==> config.mk <==
export PLATFORM = sky130hd
export DESIGN_NAME = seq_alu
export DESIGN_NICKNAME = d
export VERILOG_FILES = /design/src/rtl/seq_alu.sv
export SDC_FILE = /design/constraint.sdc
export NUM_CORES = 2
export LEC_CHECK = 0
export BUFFER_PORTS_ARGS = -buffer_cell sky130_fd_sc_hd__buf_2
export CORE_MARGIN = 4
export CORE_UTILIZATION = 35
export CTS_CLUSTER_SIZE = 28
export DETAILED_ROUTE_END_ITERATION = 10
export PLACE_DENSITY = 0.49
export SYNTH_ARGS = -nofsm -noshare
export SYNTH_HDL_FRONTEND = slang
export SYNTH_SLANG_ARGS = --single-unit
==> constraint.sdc <==
create_clock -name clock -period 10.15 [get_ports clock]
set_clock_uncertainty 0.05 [all_clocks]
set_input_delay 1.5225 -clock clock [delete_from_list [all_inputs] [get_ports clock]]
set_output_delay 1.5225 -clock clock [all_outputs]
set_load 0.1 [all_outputs]
==> src/rtl/seq_alu.sv <==
// -----------------------------------------------------------------------------
// seq_alu - multi-cycle ALU sharing one start/done handshake.
//
// Single-cycle ops (logic, add/sub, shifts, rotates) finish one cycle after
// acceptance; signed MUL (radix-2 Booth) and signed DIV (restoring, on
// magnitudes) take WIDTH iteration cycles plus a finish cycle. The 2*WIDTH
// result {HI, LO} and div_zero are registered and held until the next done.
//
// Ports:
//   clock     in   rising-edge clock
//   reset_n   in   asynchronous active-low reset
//   start     in   request, sampled only while busy=0
//   op        in   [4:0] operation code, sampled with start
//   A, B      in   [WIDTH-1:0] operands, sampled with start
//   busy      out  operation in progress
//   done      out  one-cycle pulse, result valid
//   result    out  [2*WIDTH-1:0] {HI, LO}
//   div_zero  out  DIV had B=0, held with result
// -----------------------------------------------------------------------------
module seq_alu #(
    parameter int WIDTH = 32,
    parameter int SHW   = $clog2(WIDTH)
) (
    input  logic                 clock,
    input  logic                 reset_n,
    input  logic                 start,
    input  logic [4:0]           op,
    input  logic [WIDTH-1:0]     A,
    input  logic [WIDTH-1:0]     B,
    output logic                 busy,
    output logic                 done,
    output logic [2*WIDTH-1:0]   result,
    output logic                 div_zero
);

    localparam logic [4:0] OP_OR   = 5'd0;
    localparam logic [4:0] OP_AND  = 5'd1;
    localparam logic [4:0] OP_ADD  = 5'd2;
    localparam logic [4:0] OP_SUB  = 5'd3;
    localparam logic [4:0] OP_NEG  = 5'd4;
    localparam logic [4:0] OP_SHR  = 5'd5;
    localparam logic [4:0] OP_SHL  = 5'd6;
    localparam logic [4:0] OP_ROR  = 5'd7;
    localparam logic [4:0] OP_ROL  = 5'd8;
    localparam logic [4:0] OP_SHRA = 5'd9;
    localparam logic [4:0] OP_MUL  = 5'd10;
    localparam logic [4:0] OP_DIV  = 5'd11;
    localparam logic [4:0] OP_INC  = 5'd12;
    localparam logic [4:0] OP_NOT  = 5'd13;

    localparam int                 CW       = $clog2(WIDTH) + 1;
    localparam logic [CW-1:0]      LAST_CNT = CW'(WIDTH - 1);
    localparam logic [CW-1:0]      ONE_C    = {{(CW-1){1'b0}}, 1'b1};
    localparam logic [WIDTH-1:0]   ONE_W    = {{(WIDTH-1){1'b0}}, 1'b1};
    localparam logic [SHW:0]       W_AMT    = (SHW+1)'(WIDTH);

    typedef enum logic [1:0] {S_IDLE, S_ITER, S_FIN} state_t;

    state_t               state_q, state_d;
    logic [CW-1:0]        cnt_q, cnt_d;
    logic [4:0]           op_q, op_d;
    logic [WIDTH-1:0]     a_q, a_d;
    logic [WIDTH-1:0]     b_q, b_d;
    logic [WIDTH:0]       acc_q, acc_d;     // Booth accumulator / division remainder
    logic [WIDTH-1:0]     lo_q, lo_d;       // multiplier / dividend-quotient shifter
    logic                 qb_q, qb_d;       // Booth q(-1) bit
    logic                 busy_q, busy_d;
    logic                 done_q, done_d;
    logic [2*WIDTH-1:0]   result_q, result_d;
    logic                 div_zero_q, div_zero_d;

    // Datapath helpers
    logic [SHW-1:0]       amt;
    logic [SHW:0]         inv_amt;
    logic [WIDTH-1:0]     alu_r;
    logic [WIDTH:0]       a_ext, booth_sum, mul_acc;
    logic [WIDTH-1:0]     mul_lo;
    logic [WIDTH-1:0]     b_mag;
    logic [WIDTH:0]       rem_sh, div_diff, div_acc;
    logic [WIDTH-1:0]     div_lo;
    logic [WIDTH-1:0]     quo_fix, rem_fix;

    // NOTE: every signal assigned in an always_comb gets a default first, so no
    // path through the case statements can leave it unassigned and infer a latch.
    always_comb begin
        amt     = b_q[SHW-1:0];
        // Complementary amount for rotates; amount 0 gives WIDTH, which shifts
        // everything out so A passes unchanged.
        inv_amt = W_AMT - {1'b0, amt};

        alu_r = a_q & b_q;
        case (op_q)
            OP_OR:   alu_r = a_q | b_q;
            OP_AND:  alu_r = a_q & b_q;
            OP_ADD:  alu_r = a_q + b_q;
            OP_SUB:  alu_r = a_q - b_q;
            OP_NEG:  alu_r = -b_q;
            OP_SHR:  alu_r = a_q >> amt;
            OP_SHL:  alu_r = a_q << amt;
            OP_ROR:  alu_r = (a_q >> amt) | (a_q << inv_amt);
            OP_ROL:  alu_r = (a_q << amt) | (a_q >> inv_amt);
            OP_SHRA: alu_r = $signed(a_q) >>> amt;
            OP_INC:  alu_r = b_q + ONE_W;
            OP_NOT:  alu_r = ~b_q;
            default: alu_r = a_q & b_q;
        endcase

        // Booth radix-2: examine {multiplier LSB, q(-1)}, add/sub the
        // sign-extended multiplicand, then arithmetic-shift {acc, lo} right.
        a_ext     = {a_q[WIDTH-1], a_q};
        booth_sum = acc_q;
        case ({lo_q[0], qb_q})
            2'b10:   booth_sum = acc_q - a_ext;
            2'b01:   booth_sum = acc_q + a_ext;
            default: booth_sum = acc_q;
        endcase
        mul_acc = {booth_sum[WIDTH], booth_sum[WIDTH:1]};
        mul_lo  = {booth_sum[0], lo_q[WIDTH-1:1]};

        // Restoring division on magnitudes; the most-negative value's magnitude
        // still fits WIDTH bits when read as unsigned.
        b_mag    = b_q[WIDTH-1] ? -b_q : b_q;
        rem_sh   = {acc_q[WIDTH-1:0], lo_q[WIDTH-1]};
        div_diff = rem_sh - {1'b0, b_mag};
        div_acc  = div_diff[WIDTH] ? rem_sh : div_diff;
        div_lo   = {lo_q[WIDTH-2:0], ~div_diff[WIDTH]};

        // Quotient negative when signs differ; remainder follows the dividend.
        quo_fix = (a_q[WIDTH-1] ^ b_q[WIDTH-1]) ? -lo_q : lo_q;
        rem_fix = a_q[WIDTH-1] ? -acc_q[WIDTH-1:0] : acc_q[WIDTH-1:0];
    end

    always_comb begin
        state_d    = state_q;
        cnt_d      = cnt_q;
        op_d       = op_q;
        a_d        = a_q;
        b_d        = b_q;
        acc_d      = acc_q;
        lo_d       = lo_q;
        qb_d       = qb_q;
        busy_d     = busy_q;
        done_d     = 1'b0;
        result_d   = result_q;
        div_zero_d = div_zero_q;

        case (state_q)
            S_IDLE: begin
                if (start) begin
                    op_d   = op;
                    a_d    = A;
                    b_d    = B;
                    busy_d = 1'b1;
                    acc_d  = '0;
                    qb_d   = 1'b0;
                    cnt_d  = '0;
                    if (op == OP_MUL) begin
                        lo_d    = B;
                        state_d = S_ITER;
                    end else if (op == OP_DIV) begin
                        lo_d    = A[WIDTH-1] ? -A : A;
                        state_d = S_ITER;
                    end else begin
                        state_d = S_FIN;
                    end
                end
            end
            S_ITER: begin
                cnt_d = cnt_q + ONE_C;
                if (op_q == OP_MUL) begin
                    acc_d = mul_acc;
                    lo_d  = mul_lo;
                    qb_d  = lo_q[0];
                end else begin
                    acc_d = div_acc;
                    lo_d  = div_lo;
                end
                if (cnt_q == LAST_CNT) state_d = S_FIN;
            end
            S_FIN: begin
                state_d    = S_IDLE;
                busy_d     = 1'b0;
                done_d     = 1'b1;
                cnt_d      = '0;
                div_zero_d = 1'b0;
                if (op_q == OP_MUL) begin
                    result_d = {acc_q[WIDTH-1:0], lo_q};
                end else if (op_q == OP_DIV) begin
                    if (b_q == '0) begin
                        result_d   = {a_q, {WIDTH{1'b1}}};
                        div_zero_d = 1'b1;
                    end else begin
                        result_d = {rem_fix, quo_fix};
                    end
                end else begin
                    result_d = {{WIDTH{alu_r[WIDTH-1]}}, alu_r};
                end
            end
            default: state_d = S_IDLE;
        endcase
    end

    // NOTE: state registers use non-blocking assignments so every flop samples
    // its _d value from before the edge, independent of statement order.
    // NOTE: operand and shifter registers are reset along with the control
    // state, so nothing in the block ever carries X after reset.
    always_ff @(posedge clock or negedge reset_n) begin
        if (!reset_n) begin
            state_q    <= S_IDLE;
            cnt_q      <= '0;
            op_q       <= '0;
            a_q        <= '0;
            b_q        <= '0;
            acc_q      <= '0;
            lo_q       <= '0;
            qb_q       <= 1'b0;
            busy_q     <= 1'b0;
            done_q     <= 1'b0;
            result_q   <= '0;
            div_zero_q <= 1'b0;
        end else begin
            state_q    <= state_d;
            cnt_q      <= cnt_d;
            op_q       <= op_d;
            a_q        <= a_d;
            b_q        <= b_d;
            acc_q      <= acc_d;
            lo_q       <= lo_d;
            qb_q       <= qb_d;
            busy_q     <= busy_d;
            done_q     <= done_d;
            result_q   <= result_d;
            div_zero_q <= div_zero_d;
        end
    end

    assign busy     = busy_q;
    assign done     = done_q;
    assign result   = result_q;
    assign div_zero = div_zero_q;

endmodule

==> summary.md <==
### Outcome
* **status** completed

### Yosys
* **number of flops mapped to enable cells by yosys** 0
* **number of distinct library cells after synthesis** 88
* **cell types with the highest counts after synthesis** 594 x nand2_1, 434 x o21ai_0, 372 x nor2_1
* **Synth async-reset ratio** 1.00
* **flip-flop cell with the highest count after synthesis** dfrtp_1
* **total number of yosys warnings** 0
* **fraction of synthesized cell area taken by the top area cell type** 0.175
* **largest cells by area after synthesis** dfrtp_1 18%, ha_1 8.3%, nand2_1 7.4%, o21ai_0 7.2%, a21oi_1 6.0%
* **post-synth top area cell** dfrtp_1
* **post-synth net total** 4,464
* **cell area after technology mapping** 30,000 sq um
* **most common cell in the netlist** nand2_1
* **post-synthesis sequential area ratio** 0.175
* **average footprint of a synthesized cell** 7.16 sq um
* **number of instances in the synthesized netlist** 4,188
* **synthesized flop and latch total** 210

### Min path
* **min-delay worst type** register to register

### Timing
* **Fin. Hold Viols** 0
* **transition time at the pin with the least slew margin** 1.16 ns
* **summed negative setup slack over all endpoints** 0 ns
* **max_slew headroom** 0.225
* **Finish-stage setup viols** 0
* **unrepaired setup endpoints after global routing** no
* **min Tclk post-route** 7.75 ns
* **Peak Freq** 129 MHz
* **number of max-slew violations in the final report** 0
* **final period utilization** 0.764

### Layout
* **number of standard cells in the layout, taps in and fillers out** 5,340
* **area growth from synthesis to layout** 9.83%
* **layout cells sized above 1** 0.113
* **final net count** 4,435

### Clocking
* **post-CTS setup-driven buffer insertion count** 0
* **cts-stage hold buffer count** 0
* **cells resized by post-CTS repair** 0
* **H-tree Lvls** 1
* **number of CTS-inserted buffers** 30
* **clock latency at the later pin of the worst-skew pair** 0.62 ns
* **Worst-path clk slew** 0.06 ns
* **worst-case clock buffer depth** 3
* **TritonCTS clock tree** yes
* **CTS root buf** clkbuf_16
* **number of clock sinks** 210

### Floorplanning
* **die area** 90,400 sq um
* **Boundary Pins** 139
* **overall die height** 301 microns
* **die width** 301 microns
* **area of the core** 85,100 sq um
* **num rows** 107
* **initial cell density of the core** 0.352

### Route
* **drt drc** 0
* **Detail Route Antenna Nets** 0
* **DR WL met3** 19.0 mm
* **drt total wl** 179 mm
* **average detailed-routed wire length per instance** 33.5 microns
* **DR top layer** met5
* **Vias** 35,100
* **Met1 Wirelength** 74.9 mm
* **iteration count of the initial detailed-routing pass** 8
* **detailed-route vias per instance** 6.58
* **violation count after the first detailed-route iteration** 5,048
* **routed length on met2** 73.2 mm

### Global route
* **initial antenna violation count** 12
* **maximum number of pins on one net before global-route repair** 101
* **GRT overflow** 0
* **number of global-route vias before repair** 32,700
* **GRT Total Usage** 0.382
* **global-route wire length before repair** 251 mm

### Setup path
* **R2R Setup Slk** 2.40 ns
* **category of the critical setup timing path** register to register
* **Worst EP arrival** 8.21 ns
* **Critical Path Sink** acc_q[26]$_DFFE_PN0P_
* **worst path required time** 10.61 ns
* **number of cells traversed by the worst register-to-register path** 24
* **FF-to-FF Start** b_q[0]$_DFFE_PN0P_
* **crit path launch** b_q[0]$_DFFE_PN0P_
* **Critical Path Sink Type** register
* **Critical R2R Capture** acc_q[26]$_DFFE_PN0P_
* **type of element launching the critical path** register
* **CP Max Fanout** 55

### Power and ir drop
* **share of power burned in registers** 0.154
* **internal power summed over all cells** 3.81 mW
* **sw power** 6.21 mW
* **worst vdd rail ir drop** 0.000183 V
* **PD cells** 304 nW/um^2
* **combinational fraction of design power** 0.735
* **power share of the clock group** 0.111
* **Sw Ratio** 0.619
* **leakage component of the power** 13.4 nW

### Placed design
* **half-perimeter wire length after detailed placement** 138 mm
* **gpl congestion** 1.09
* **I/O Buffers** 138
* **post-placement cell count** 5,271

### Flow run
* **max cap viols** 0

-- state kept, by name (all words and copies together), names as in the netlist --
signal    count
qb_q          1
busy          1
acc_q        33
lo_q         32
a_q          32
state_q       2
result       64
b_q          32
div_zero      1
cnt_q         6
done          1
op_q          5
-- per-stage QoR --
step / utilization / hold slack (ns) / power, mW / cell area (sq um) / worst slack [ns]
6_report: 0.387 / 0.422 / 10.0 / 32900 / 2.40
5_1_grt: 0.386 / 0.444 / 10.4 / 32900 / 2.02
4_1_cts: 0.386 / 0.429 / 9.75 / 32900 / 2.56
3_5_place_dp: 0.375 / 0.416 / 8.60 / 31900 / 2.60
3_3_place_gp: 0.375 / 0.410 / 8.65 / 31900 / 2.69
2_1_floorplan: - / 0.408 / 6.11 / 30000 / 2.89
-- routing by layer --
metal,track usage,up-vias
met3,0.0937,473
met4,0.212,10
met2,0.551,2186
met1,0.521,17100
met5,0,-
li1,-,15300
-- worst min path at each step --
stage / from / end / slack (ns) / cells past startpoint
after global routing: result[32]$_DFFE_PN0P_ / result[32]$_DFFE_PN0P_ / 0.44 / 2
after global placement: result[46]$_DFFE_PN0P_ / result[46]$_DFFE_PN0P_ / 0.41 / 2
after detailed placement: result[41]$_DFFE_PN0P_ / result[41]$_DFFE_PN0P_ / 0.42 / 2
after floorplan: cnt_q[5]$_DFFE_PN0P_ / cnt_q[5]$_DFFE_PN0P_ / 0.41 / 1
after CTS: result[43]$_DFFE_PN0P_ / result[43]$_DFFE_PN0P_ / 0.43 / 2
final: result[32]$_DFFE_PN0P_ / result[32]$_DFFE_PN0P_ / 0.42 / 2
-- placed cells by master, fill, tap and decap left out, types with 63 or more instances in the layout --
master | synthesis | routed
nand2_1 | 594 | 594
or3_1 | 63 | 63
dfrtp_1 | 210 | 204
nor3_1 | 71 | 69
mux2_2 | 73 | 73
ha_1 | 200 | 199
o21ai_0 | 434 | 432
buf_4 | 0 | 111
a211oi_1 | 84 | 83
xor2_1 | 78 | 78
xnor2_1 | 178 | 175
o22ai_1 | 64 | 63
inv_1 | 119 | 117
mux2i_1 | 134 | 134
buf_2 | 14 | 137
a21oi_1 | 358 | 358
nor2_1 | 372 | 368
-- area by class of cell --
class | instances | area (sq um)
Sequential cell | 210 | 5270
Clock buffer | 42 | 907
Inverter | 129 | 484
Antenna cell | 13 | 32.5
Clock inverter | 14 | 105
Multi-Input combinational cell | 3539 | 23200
Tap cell | 1144 | 1430
Timing Repair Buffer | 249 | 1530
Fill cell | 9285 | 52200
-- kinds of logic (layout without fill, tap and decap cells) --
kind of cell	after synthesis	in the layout	share of synthesized area
AOI/OAI and AO/OA	1443	1443	0.302
xor gates and xnor gates	257	257	0.0753
adders and majority gates	204	204	0.0861
buffers and inverters	439	434	0.0564
DFF	210	210	0.175
muxes	238	238	0.0954
other	0	13	0
and+or+nand+nor	1397	1397	0.210
-- power groups by stage --
stage / logic [mW] / clock network, mW / registers, mW
2_1_floorplan: 3.86 / 0 / 2.25
3_3_place_gp: 7.11 / 0 / 1.54
3_5_place_dp: 7.06 / 0 / 1.54
4_1_cts: 7.09 / 1.13 / 1.53
5_1_grt: 7.65 / 1.16 / 1.57
6_report: 7.36 / 1.11 / 1.54
-- worst max-delay path, cell delays in order, from the launching register on --
cell,delay [ns]
dfrtp_4,0.77
inv_1,0.39
ha_1,0.70
or4b_2,0.75
or3_1,0.40
or3_1,0.36
nand2_1,0.10
xnor2_1,0.08
ha_1,0.42
and4_1,0.24
and2_1,0.14
o2111ai_1,0.18
a31oi_1,0.37
o211ai_1,0.24
a31oi_1,0.35
nor3_1,0.09
nor3b_1,0.24
o21ai_0,0.12
nand2b_1,0.08
ha_1,0.23
buf_4,0.47
o311ai_0,0.23
a311oi_1,0.25
nor2_1,0.08
a221o_1,0.25
Note: power is estimated with default switching activity, not from simulation.
